[src/rtl/z_core_alu_arbiter.sv]
// z_core_alu_arbiter: shares one combinational ALU between two requesters.
// Each operation walks IDLE -> EXEC -> RESP. Operands are latched on accept,
// the ALU result is captured after one EXEC cycle and held for the owner
// until it is taken.
// Build option: define ALU_ARB_RR_EN for round-robin arbitration on a tie;
// without it req0 has fixed priority and no last-grant state exists.
module z_core_alu_arbiter #(
    parameter logic [3:0] IDLE_OP = 4'd0,
    parameter int         DATA_W  = 32
) (
    input  logic              clk,
    input  logic              rstn,
    input  logic              req0_valid,
    input  logic              req1_valid,
    output logic              req0_ready,
    output logic              req1_ready,
    input  logic [DATA_W-1:0] req0_in1,
    input  logic [DATA_W-1:0] req0_in2,
    input  logic [DATA_W-1:0] req1_in1,
    input  logic [DATA_W-1:0] req1_in2,
    input  logic [3:0]        req0_op,
    input  logic [3:0]        req1_op,
    output logic              resp0_valid,
    output logic              resp1_valid,
    input  logic              resp0_ready,
    input  logic              resp1_ready,
    output logic [DATA_W-1:0] resp0_result,
    output logic [DATA_W-1:0] resp1_result,
    output logic              resp0_branch,
    output logic              resp1_branch,
    output logic [DATA_W-1:0] alu_in1,
    output logic [DATA_W-1:0] alu_in2,
    output logic [3:0]        alu_inst_type,
    input  logic [DATA_W-1:0] alu_out,
    input  logic              alu_branch,
    output logic              busy
);

    typedef enum logic [1:0] {
        S_IDLE = 2'd0,
        S_EXEC = 2'd1,
        S_RESP = 2'd2
    } state_t;

    state_t state;
    logic   owner;      // 0: req0 owns the in-flight op, 1: req1
    logic   grant;      // requester that would be accepted this cycle
    logic   in_idle;
    logic   accept;

`ifdef ALU_ARB_RR_EN
    logic last_grant;

    // Round-robin: on a tie, favour the requester not served last
    always_comb begin
        grant = ~req0_valid;
        if (req0_valid && req1_valid) begin
            grant = ~last_grant;
        end
    end

    // Remember who was served on every accept; requester 1 after reset
    always_ff @(posedge clk or negedge rstn) begin
        if (!rstn) begin
            last_grant <= 1'b1;
        end else if (accept) begin
            last_grant <= grant;
        end
    end
`else
    // Fixed priority: req0 wins whenever it is valid
    always_comb begin
        grant = ~req0_valid;
    end
`endif

    // Ready only in IDLE and never while reset is held
    assign in_idle    = (state == S_IDLE) && rstn;
    assign req0_ready = in_idle && req0_valid && !grant;
    assign req1_ready = in_idle && req1_valid && grant;
    assign accept     = req0_ready || req1_ready;
    assign busy       = (state != S_IDLE);

    // Transaction FSM: latch operands, capture ALU result, hold response
    always_ff @(posedge clk or negedge rstn) begin
        if (!rstn) begin
            state         <= S_IDLE;
            owner         <= 1'b0;
            alu_in1       <= '0;
            alu_in2       <= '0;
            alu_inst_type <= IDLE_OP;
            resp0_valid   <= 1'b0;
            resp1_valid   <= 1'b0;
            resp0_result  <= '0;
            resp1_result  <= '0;
            resp0_branch  <= 1'b0;
            resp1_branch  <= 1'b0;
        end else begin
            case (state)
                S_IDLE: begin
                    if (accept) begin
                        owner         <= grant;
                        alu_in1       <= grant ? req1_in1 : req0_in1;
                        alu_in2       <= grant ? req1_in2 : req0_in2;
                        alu_inst_type <= grant ? req1_op  : req0_op;
                        state         <= S_EXEC;
                    end
                end
                S_EXEC: begin
                    if (owner) begin
                        resp1_result <= alu_out;
                        resp1_branch <= alu_branch;
                        resp1_valid  <= 1'b1;
                    end else begin
                        resp0_result <= alu_out;
                        resp0_branch <= alu_branch;
                        resp0_valid  <= 1'b1;
                    end
                    state <= S_RESP;
                end
                S_RESP: begin
                    if (owner ? resp1_ready : resp0_ready) begin
                        resp0_valid   <= 1'b0;
                        resp1_valid   <= 1'b0;
                        alu_inst_type <= IDLE_OP;
                        state         <= S_IDLE;
                    end
                end
                default: begin
                    state <= S_IDLE;
                end
            endcase
        end
    end

endmodule

[config.mk]
export PLATFORM = sky130hd
export DESIGN_NAME = z_core_alu_arbiter
export DESIGN_NICKNAME = d
export VERILOG_FILES = /design/src/rtl/z_core_alu_arbiter.sv
export SDC_FILE = /design/constraint.sdc
export NUM_CORES = 1
export LEC_CHECK = 0
export BUFFER_PORTS_ARGS = -buffer_cell sky130_fd_sc_hd__buf_2
export CORE_AREA = 2 2 122 124
export DETAILED_ROUTE_END_ITERATION = 6
export DIE_AREA = 0 0 124 126
export PLACE_DENSITY = 0.75
export SYNTH_ARGS = -nofsm -noshare
export SYNTH_HDL_FRONTEND = slang
export SYNTH_SLANG_ARGS = --single-unit
[constraint.sdc]
create_clock -name clk -period 1.9 [get_ports clk]
set_input_delay 0.095 -clock clk [delete_from_list [all_inputs] [get_ports clk]]
set_output_delay 0.095 -clock clk [all_outputs]
set_load 0.005 [all_outputs]
# [After elaboration in Yosys (flattened, before gate mapping)]
# Index checks and enable logic that the tools add are counted.
[totals] elab_cells=51 output_inout_bits=139 ff_bits=139 inputBits=175
[classes] bitwise=2 muxes=15 n_eq_ne=6 n_reduce_logical=17
[op_table] op="32-bit two-way mux" n=2
[op_table] op="4-bit two-way mux" n=3
[op_table] op="3-bit AND reduction" n=3
[op_table] op="2-bit != test (second input constant)" n=4
[op_table] op="4-bit one-hot mux with 2 select lines" n=1
[op_table] op="2-bit AND reduction" n=4
[op_table] op="2-bit one-hot mux with 3 select lines" n=1
[op_table] op="2-bit nonzero test" n=3
[op_table] op="1-bit logical AND" n=5
[op_table] op="1-bit two-way mux" n=4
[op_table] op="2-bit two-way mux" n=2
[op_table] op="1-bit one-hot mux with 2 select lines" n=2
[op_table] op="2-bit by 1-bit equality test with 1-bit output (second input constant)" n=1
[op_table] op="2-bit equality test (second input constant)" n=1
[op_table] op="2-bit zero test" n=1
[op_table] op="1-bit inverter" n=2
[op_table] op="1-bit logical OR" n=1

# [Logic depth before layout (Yosys ltp)]
# Gate-level depths: netlist (run 1).
[logic_depth] ltp_word=7 depth_mapped=7 ltp_nobuf=4

# [Worst setup path after synthesis (run 1)]
# OpenSTA, ideal clock, no wires.
[synth_timing] kind="register -> register" start="reg state[1]" end="reg resp0_result[10]" arrival_time_ns=1.276 n_path_buf=1 setup_time_ns=0.128 stages_incl_launch_ff=5 synth_period_minus_slack_ns=1.403 slack_ns=0.497 required_ns=1.772 path_cell_list="dfrtp_1 > nand2b_1 > nor2_4 > buf_4 > mux2_1"
[synth_via] elab_chain_len=2
[synth_lines] item="start, declared" line="45" rtl="state_t state;"
[synth_lines] item="start signal, assigned" line="87" rtl="state <= S_IDLE;"
[synth_lines] item="start signal, assigned" line="106" rtl="state <= S_EXEC;"
[synth_lines] item="start signal, assigned" line="119" rtl="state <= S_RESP;"
[synth_lines] item="2-bit by 1-bit equality test with 1-bit output" line="99" rtl="case (state)"
[synth_lines] item="2-bit AND reduction (no source line)"
[synth_lines] item="end signal, assigned" line="115" rtl="resp0_result <= alu_out;"
[synth_lines] item="end, declared" line="27" rtl="output logic [DATA_W-1:0] resp0_result,"
# Every way passes these cells.
# A chain may end at the register's enable or synchronous reset.

# [Final worst setup path (run 1)]
[layout_timing] start="reg state[0]" end="out req0_ready"
[layout_via] elab_chain_len=4
[layout_lines] item="2-bit zero test" line="78" rtl="assign in_idle = (state == S_IDLE) && rstn;"
[layout_lines] item="1-bit logical AND" line="78"
[layout_lines] item="1-bit logical AND (2 in series)" line="79" rtl="assign req0_ready = in_idle && req0_valid && !grant;"
[layout_lines] item="end, declared" line="15" rtl="output logic req0_ready,"
# Every way passes these cells.

==> results of run 1 <==
-- sequential cells by signal, summed over array words and instances, names as in the netlist --
signal,flops
resp0_branch,1
alu_inst_type,4
resp1_branch,1
owner,1
resp0_result,32
alu_in2,32
resp1_valid,1
state,2
alu_in1,32
resp0_valid,1
resp1_result,32
-- what timing repair did --
| item | CTS | global route |
|---|---|---|
| buffers inserted | 0 | 1 |
| gates cloned | 1 | 0 |
| setup endpoints to repair | 1 | 2 |
| hold buffers | 118 | 1 |
| pin swaps | 0 | 1 |
| endpoints found under the hold margin | 252 | 1 |
-- layout make-up --
class | instances | area share
Sequential cell | 139 | 0.367
Timing Repair Buffer | 442 | 0.311
Multi-Input combinational cell | 286 | 0.238
Clock buffer | 21 | 0.0486
Tap cell | 184 | 0.0243
Clock inverter | 10 | 0.0100
Antenna cell | 2 | 0.000529
Inverter | 1 | 0.000397
-- worst max-delay path: stages, from the launching register on --
cell and delay (ns):
dfrtp_1 0.45, nor3b_4 0.28, buf_12 0.24, and2_1 0.16
buf_2 0.13
-- cell families (layout without fill, tap and decap cells) --
kind of cell           count (synthesis)  after routing
and+or+nand+nor                       14             14
DFF                                  139            139
AOI/OAI and AO/OA                    137            137
other                                  0              2
buffers and inverters                 36            474
muxes                                135            135
-- stage by stage --
| stage | instance area (um2) | cells |
|---|---|---|
| 6_report | 9470 | 1085 |
| 5_1_grt | 9470 | 1085 |
| 4_1_cts | 9440 | 1081 |
| 3_5_place_dp | 7670 | 931 |
| 3_3_place_gp | 7670 | 931 |
| 2_1_floorplan | 5950 | 461 |
-- power by group through the flow --
| stage | logic (mW) | clock network [mW] | registers (mW) |
|---|---|---|---|
| after floorplan | 1.91 | 0 | 5.32 |
| after global placement | 4.17 | 0 | 5.14 |
| after detailed placement | 4.30 | 0 | 5.17 |
| after CTS | 4.59 | 3.14 | 5.16 |
| after global routing | 5.09 | 3.30 | 5.37 |
| final | 4.64 | 3.08 | 5.20 |
-- cells in the mapped netlist --
master     count
dfrtp_1      139
a21oi_1      129
mux2i_1       68
mux2_1        58
buf_2         18
mux2_2         9
buf_4          6
buf_6          6
clkbuf_1       5
o2bb2ai_1      4
nand2_1        2
nand2b_1       2
nor2_1         2
a21bo_1        1
a21o_1         1
a22oi_2        1
and2_1         1
inv_2          1
nand2_2        1
nand3b_2       1
nor2_4         1
nor2b_1        1
nor3b_4        1
o21ai_0        1
or2_1          1
or2_2          1
-- how the worst min path moves through the flow --
| stage | to | start | slack [ns] | cells after the start |
|---|---|---|---|---|
| finish | alu_in2[15] | req1_in2[15] | 0.01 | 3 |
| global route | alu_in2[28] | req0_in2[28] | 0.009 | 3 |
| CTS | alu_in1[0] | req1_in1[0] | 0.0001 | 3 |
| detailed placement | resp1_result[3] | rstn | 0.30 | 2 |
| global placement | resp0_result[3] | rstn | 0.30 | 2 |
| floorplan | alu_in1[0] | rstn | -0.20 | 0 |
-- layout by cell type (no fill, tap or decap), types with 4 or more instances in the layout --
master and count:
mux2_2 9, mux2_1 58, clkbuf_16 17, buf_2 311, o2bb2ai_1 4, a21oi_1 129
dfrtp_1 139, buf_12 6, clkinvlp_4 5, dlygate4sd3_1 119, mux2i_1 68, buf_4 4
-- layer usage --
metal / share of wire / up-vias / GRT usage
li1: - / 2523 / -
met1: 0.36 / 2705 / 0.272
met2: 0.51 / 303 / 0.430
met3: 0.095 / 55 / 0.0870
met4: 0.034 / 0 / 0.118
met5: 0 / - / 0
==> summary.txt, run 1 <==
Drt
  – Vias/cell: 5.15
  – Final WL: 19.4 mm
  – Drt pass-1 iters: 7
  – DRC viols: 0
  – Initial DRC Count: 271
  – DR WL/cell: approximately 18 um
  – Antenna viol nets, final: 0
  – Vias: between 5,000 and 6,000

Job
  – Max-cap violations: 0

Floorplanning
  – Die Wd: about 120 um
  – Die Ht: around 130 um
  – Die footprint: approximately 0.016 mm2
  – Starting Density: 0.416
  – Core Region: around 0.014 mm2
  – FP Rows: between 40 and 50
  – IO Pins: 314

Layout
  – Area occupied by multi-input gates: around 0.0023 mm2
  – Sequential Area: roughly 0.0035 mm2
  – Fin util: 0.661
  – Fill cell count: approximately 1,100
  – Area grow syn2layout: 59.0%
  – Share of cells above drive strength 1: 0.410
  – Final net count: about 1,100

Synthesis
  – Synth area leaders: dfrtp_1 58%, mux2i_1 11%, mux2_1 11%
  – Compound-cell area share of the yosys netlist: 0.120
  – Synth Warn #: 0
  – Synthesized area: approximately 0.0060 mm2
  – Dominant cell type by area after synthesis: dfrtp_1
  – Synth unique cells: 26
  – Sequential area share after synthesis: 0.584
  – Post-Synth XOR/XNOR Area: 0
  – Largest family of logic cells by synthesized area: multiplexers
  – Post-Synthesis Cells: about 460
  – Post-synthesis simple-gate area fraction: 0.0168
  – Synth Area in Adders: 0
  – Yosys reg bits: 139
  – Top cell type's share of synthesized area: 0.584
  – Synthesized Nets: ~640
  – Synth Area per Inst: 12.9 um2
  – Mux cell area share after synthesis: 0.241

Timing
  – Clock Skew: 0.00909 ns
  – Max-slew violations: 0
  – RSZ-0062 raised after global routing: false
  – Setup TNS: 0 ns
  – Setup violations, final: 0
  – WHS: 0.0148 ns
  – Hold Vio Cnt, Final: 0
  – Fmax: approximately 0.57 GHz
  – Min Clock Period, post-route: approximately 1.8 ns
  – Measured slew at the worst slew-check pin: roughly 0.75 ns
  – Worst rel slew slack: 0.500
  – Period Utilization, post-route: 0.928
  – Final Worst Setup Slack: 0.137 ns

Global route
  – Overall Global Routing Usage: 0.249
  – First-pass GRT wire length: roughly 30 mm
  – Vias in the first global route: just under 6,000
  – Initial antenna violation count: 2
  – GR Overflow Total: 0
  – Largest net degree at the start of global routing: 140

Setup path
  – RR Startpoint: state[0]
  – Worst reg2reg setup slack: 0.23 ns
  – Worst R2R End: alu_in1[12]
  – Crit start category: flop
  – Crit end category: output port
  – Peak fanout along the critical path: 34
  – Worst setup endpoint: req0_ready
  – Setup Crit Path Kind: reg -> out
  – Critical path required time: approximately 1.8 ns
  – Worst Setup SP: state[0]
  – R2r worst-path depth: 6
  – Worst EP arrival: 1.67 ns

Status
  – Status: finished, final reports clean

Power and ir drop
  – Switching share of power: 0.327
  – Worst VDD drop: ~940 uV
  – Leak: ~4.6 nW
  – Internal Power: 8.70 mW
  – Power Dens Cells: 1370 mW/mm2
  – Combinational share of power: 0.359
  – Psw: roughly 4.2 mW
  – Clk pwr share: 0.239
  – Design Power: about 13 mW
  – Reg power frac: 0.402

Clocking
  – Htree depth: 4
  – Clock latency on the worst-skew pair: 0.41 ns
  – TritonCTS buffer count: 17
  – CTS root buf: clkbuf_16
  – Clock Sinks: 139
  – Max Buffers Root-to-Sink: 2
  – TritonCTS clock tree: yes
  – Clock transition at the registers of the reported paths: ~0.060 ns
  – Post-CTS sizing: 0

Placed design
  – Dpl hpwl: between 10 and 15 mm
  – GP Congestion: approximately 0.77
  – PortBufs: between 300 and 400
  – Dpl ws: around 0.34 ns

Min path
  – Hold Path Class: in -> reg
Power figures use the tool's default switching activity.
==> run 2, diff against run 1 <==
--- a/config.mk
+++ b/config.mk
@@ -9,7 +9,7 @@
 export CORE_AREA = 2 2 122 124
 export DETAILED_ROUTE_END_ITERATION = 6
 export DIE_AREA = 0 0 124 126
-export PLACE_DENSITY = 0.75
+export PLACE_DENSITY = 0.85
 export SYNTH_ARGS = -nofsm -noshare
 export SYNTH_HDL_FRONTEND = slang
 export SYNTH_SLANG_ARGS = --single-unit
==> run 2 against run 1 <==
Routed wire length is 7.9% higher. Combinational power is 4% higher. Utilization is 1.5 points higher. Sequential power is 2% higher. Worst setup slack worse by 0.047 ns. Global-route usage is 1.2 points higher. Critical endpoint unchanged.
==> summary.txt, run 2 (same netlist as run 1, synthesis figures left out) <==
Status
  – Status: finished, final reports clean

Drt
  – DR WL/cell: 19.0 um
  – Vias/cell: around 5.3
  – Final WL: between 20 and 25 mm
  – Met2 Wirelength: 10.6 mm
  – Routed wl met3: around 1.8 mm
  – DRC viols: 0
  – Top layer in use: met4
  – Vias: about 5,800
  – Initial DRC Count: ~260
  – Antenna viol nets, final: 0
  – Post-Route M1 WL: ~7.8 mm
  – Drt pass-1 iters: 5

Min path
  – Hold Path Origin: req1_in2[10]
  – WHS Path Cells: 3
  – Hold Path Class: in -> reg
  – Hold Path Sink: alu_in2[10]

Placed design
  – Placed inst area: 0.00769 mm2
  – Dpl hpwl: around 12 mm
  – Dpl ws: approximately 0.35 ns
  – GP Congestion: about 0.77
  – PortBufs: about 310

Clocking
  – Clock latency on the worst-skew pair: around 0.4 ns
  – TritonCTS clock tree: yes
  – TritonCTS buffer count: 17
  – Clock transition at the registers of the reported paths: 0.06 ns
  – Htree depth: 4
  – CTS root buf: clkbuf_16
  – Max Buffers Root-to-Sink: 2
  – Clock Sinks: 139

Setup path
  – Crit start category: flop
  – Crit end category: output port
  – Worst EP arrival: 1.72 ns
  – Worst R2R End: alu_in2[7]
  – Critical path required time: about 1.8 ns
  – R2r worst-path depth: 5
  – Worst reg2reg setup slack: 0.30 ns
  – Peak fanout along the critical path: 13
  – RR Startpoint: state[0]
  – Setup Crit Path Kind: reg -> out

Power and ir drop
  – Leak: approximately 4.7 nW
  – Worst VDD drop: between 1000 and 1500 uV
  – Power Dens Cells: about 1400 mW/mm2
  – Design Power: roughly 14 mW

Layout
  – Most frequent cells in the layout: 311 x buf_2, 138 x dfrtp_1, 130 x dlygate4sd3_1
  – Fin util: 0.676
  – Fin area: 0.00968 mm2
  – Fill cell count: 1,001
  – Share of cells above drive strength 1: 0.412
  – Commonest non-fill, non-tap cell in the layout: buf_2
  – Final net count: 1,077
  – Area grow syn2layout: 62.5%

Floorplanning
  – Die Wd: around 120 um
  – Starting Density: 0.416
  – IO Pins: around 310
  – Core Region: between 0.01 and 0.015 mm2
  – FP Rows: between 40 and 50
  – Die footprint: ~0.016 mm2
  – Die Ht: 126 um

Timing
  – Setup TNS: 0 ns
  – Setup violations, final: 0
  – Hold Vio Cnt, Final: 0
  – Max-slew violations: 0
  – Clock Skew: 0.0112 ns
  – Fmax: between 0.5 and 0.6 GHz
  – Period Utilization, post-route: 0.953
  – Worst rel slew slack: 0.500
  – Final Worst Setup Slack: between 0.08 and 0.09 ns
  – Measured slew at the worst slew-check pin: roughly 0.75 ns
  – Min Clock Period, post-route: roughly 1.8 ns

Global route
  – Vias in the first global route: ~6,300
  – First-pass GRT wire length: approximately 31 mm
  – Overall Global Routing Usage: 0.262
  – GR Overflow Total: 0
  – Initial antenna violation count: 1
  – Largest net degree at the start of global routing: 140

Job
  – Max-cap violations: 0
## run 2: what timing repair did
item / 4_1_cts / 5_1_grt
hold buffers: 130 / 0
hold endpoints to repair: 258 / 0
gates resized for setup: 0 / 1
endpoints found under the setup margin: 0 / 1
setup buffers: 0 / 2
## run 2: cell type report
cell class / count / area [um2] / share of cell area
timing repair buffer: 457 / 3090 / 0.319
inverter: 1 / 3.75 / 0.000388
multi-input combinational: 286 / 2250 / 0.233
antenna: 1 / 2.50 / 0.000259
clock buffer: 18 / 439 / 0.0454
sequential: 139 / 3480 / 0.360
tap: 184 / 230 / 0.0238
clock inverter: 14 / 180 / 0.0186
## run 2: worst max-delay path by stage
stage	to	from	slack [ns]	cells after the start
6_report	req0_ready	state[0]	0.09	4
3_5_place_dp	alu_in2[10]	state[0]	0.35	5
4_1_cts	req0_ready	state[0]	0.04	4
2_1_floorplan	resp0_result[10]	state[1]	0.50	4
3_3_place_gp	alu_in2[14]	state[0]	0.42	5
5_1_grt	req1_ready	state[0]	-0.005	5
## run 2: per-layer routing
metal  GRT usage  vias up
met1       0.287     2792
met5           0        -
met4       0.128        0
met3      0.0756       67
li1            -     2551
met2       0.459      368
## run 2: stage by stage
step	std cells	hold WS, ns
2_1_floorplan	461	-0.201
3_3_place_gp	933	0.286
3_5_place_dp	933	0.295
4_1_cts	1095	0.00111
5_1_grt	1100	0.00565
6_report	1100	0.0171
## run 2: where the power goes
part | internal (mW) | switching, mW
clock network | 2.13 | 1.34
logic | 2.48 | 2.33
registers | 4.42 | 0.877
## run 2: worst max-delay path: stages, from the launching register on
cell     delay (ns)
dfrtp_2        0.44
nor3b_4        0.36
buf_12         0.20
and2_1         0.16
buf_2          0.14
==> run 3, diff against run 2 <==
--- a/config.mk
+++ b/config.mk
@@ -6,10 +6,12 @@
 export NUM_CORES = 1
 export LEC_CHECK = 0
 export BUFFER_PORTS_ARGS = -buffer_cell sky130_fd_sc_hd__buf_2
-export CORE_AREA = 2 2 122 124
+export CORE_ASPECT_RATIO = 1.4
+export CORE_MARGIN = 2
+export CORE_UTILIZATION = 41
 export DETAILED_ROUTE_END_ITERATION = 6
-export DIE_AREA = 0 0 124 126
-export PLACE_DENSITY = 0.85
+export PLACE_DENSITY = 0.87
+export RECOVER_POWER = 50
 export SYNTH_ARGS = -nofsm -noshare
 export SYNTH_HDL_FRONTEND = slang
 export SYNTH_SLANG_ARGS = --single-unit
==> constraint.sdc (replaced) <==
create_clock -name clk -period 1.64 [get_ports clk]
set_input_delay 0.082 -clock clk [delete_from_list [all_inputs] [get_ports clk]]
set_output_delay 0.082 -clock clk [all_outputs]
set_load 0.005 [all_outputs]
==> run 3 against run 2 <==
Utilization is 0.46 points lower. Non-clock buffer count rose by 5. First-iteration DRC count rose by 13%. Worst hold slack got worse by 0.0095 ns. Critical path type unchanged. Sequential power is 15% higher. Global-route usage shrank 0.51 points. Power up 12%.
==> summary.txt, run 3 (same netlist as run 1, synthesis figures left out) <==
Status
  – Status: finished, final reports clean

Setup path
  – Crit start category: flop
  – Crit end category: output port
  – Peak fanout along the critical path: 6
  – R2r worst-path depth: 6
  – Worst EP arrival: 1.48 ns
  – Setup Crit Path Kind: reg -> out
  – Critical path required time: approximately 1.6 ns

Global route
  – First-pass GRT wire length: between 30 and 40 mm
  – GR Overflow Total: 0
  – Largest net degree at the start of global routing: 140
  – Grt met3 use: 0.0781
  – GR Layer Usage met2: 0.451
  – Initial antenna violation count: 0
  – Vias in the first global route: about 6,200
  – Most Crowded Layer GR: met2
  – GR Layer Usage met1: 0.272
  – Overall Global Routing Usage: 0.257

Layout
  – Final cell count without fillers: around 1,100
  – Final net count: around 1,100
  – Antenna cell count: 0
  – Share of cells above drive strength 1: 0.338
  – Fin area: 0.00961 mm2
  – Most frequent cells in the layout: 240 x buf_2, 137 x dfrtp_1, 133 x dlygate4sd3_1
  – Commonest non-fill, non-tap cell in the layout: buf_2
  – Area grow syn2layout: 61.4%
  – Fill cell count: 1,030

Drt
  – Antenna viol nets, final: 0
  – Initial DRC Count: slightly below 300
  – Final WL: around 20 mm
  – Drt pass-1 iters: 5
  – Vias: roughly 5,700
  – DR WL/cell: between 15 and 20 um
  – DRC viols: 0
  – Vias/cell: roughly 5.1

Clocking
  – Clock transition at the registers of the reported paths: 0.06 ns
  – Max Buffers Root-to-Sink: 2
  – CTS root buf: clkbuf_16
  – TritonCTS buffer count: 17
  – Htree depth: 4
  – Clock latency on the worst-skew pair: between 0.4 and 0.5 ns
  – Clock Sinks: between 100 and 150
  – TritonCTS clock tree: yes

Placed design
  – Dpl hpwl: between 10 and 15 mm
  – Placed inst area: approximately 0.0077 mm2
  – PortBufs: approximately 310
  – GP Congestion: 0.772
  – Placed cells: around 940

Job
  – Max-cap violations: 0

Min path
  – WHS Path Cells: 3
  – Hold Path Class: in -> reg

Floorplanning
  – Die Ht: between 100 and 150 um
  – FP Rows: 52
  – Die Wd: 106 um
  – Starting Density: 0.416
  – IO Pins: between 300 and 400
  – Core Region: 0.0143 mm2
  – Die footprint: 0.0155 mm2

Timing
  – Setup violations, final: 0
  – Worst rel slew slack: 0.512
  – Max-slew violations: 0
  – Period Utilization, post-route: 0.954
  – Hold Vio Cnt, Final: 0
  – Measured slew at the worst slew-check pin: ~0.73 ns
  – Clock Skew: approximately 0.010 ns
  – Fmax: 0.639 GHz
  – RSZ-0062 raised after global routing: true
  – Min Clock Period, post-route: between 1.5 and 2 ns

Power and ir drop
  – Power Dens Cells: roughly 1600 mW/mm2
  – Worst VDD drop: 1110 uV
  – Leak: roughly 4.5 nW
run 3: cell types whose count changed in the layout (fill, tap and decap cells not counted), moves of 2 or more:
cell	previous run	this run
buf_2	311	240
buf_4	7	9
clkbuf_1	0	72
clkbuf_16	19	17
clkinv_4	1	4
dlygate4sd3_1	130	133
inv_6	7	4
nand2_4	0	2
run 3: repair_timing:
| item | in CTS | in global routing |
|---|---|---|
| hold endpoints to repair | 257 | 1 |
| pin swaps | 1 | 3 |
| buffers inserted | 1 | 2 |
| endpoints found under the setup margin | 2 | 2 |
| hold buffers | 132 | 1 |
| resized for setup | 2 | 8 |
run 3: report_power, final:
group / leakage (nW) / switching (mW) / total [mW] / internal (mW)
sequential: 1.58 / 0.945 / 6.07 / 5.13
clock: 0.284 / 1.55 / 3.82 / 2.28
combinational: 2.66 / 2.62 / 5.28 / 2.65
run 3: layout make-up:
type / count / area, um2 / share of cell area
flip-flops and latches: 139 / 3480 / 0.362
repair buffers: 462 / 3030 / 0.315
multi-input cells: 286 / 2270 / 0.236
clock buffers: 18 / 429 / 0.0446
well taps: 189 / 236 / 0.0246
clock inverters: 14 / 161 / 0.0168
inverters: 1 / 6.26 / 0.000651
run 3: metal layers:
layer / up-vias / share of wire
li1: 2557 / -
met1: 2718 / 0.36
met2: 319 / 0.52
met3: 78 / 0.077
met4: 0 / 0.047
met5: - / 0
run 3: path summary, 6_finish.rpt:
check | from | endpoint | slack, ns
hold reg to reg | resp0_result[27] | resp0_result[27] | 0.48
setup / recovery | state[1] | req1_ready | 0.08
max in group asynchronous | rstn | resp0_result[3] | 0.59
hold / removal | req0_in2[11] | alu_in2[11] | 0.008
setup reg to reg | state[1] | alu_inst_type[2] | 0.08
min in group asynchronous | rstn | resp1_result[26] | 0.49
run 3: metrics by stage:
stage          power [mW]  setup TNS (ns)  hold slack, ns  utilization  setup slack (ns)
2_1_floorplan        8.38               0          -0.214            -             0.237
3_3_place_gp         10.8               0           0.274        0.540             0.185
3_5_place_dp         11.1               0           0.277        0.540             0.132
4_1_cts              15.3               0        0.000121        0.674           0.00784
5_1_grt              16.1         -0.0230         0.00700        0.672           -0.0230
6_report             15.2               0         0.00754        0.672            0.0752
run 3: critical path: stages (launching register included):
cell and delay [ns]:
dfrtp_2 0.45, nor3b_4 0.23, buf_6 0.15, nand2_4 0.04
nor2_2 0.08, buf_2 0.13
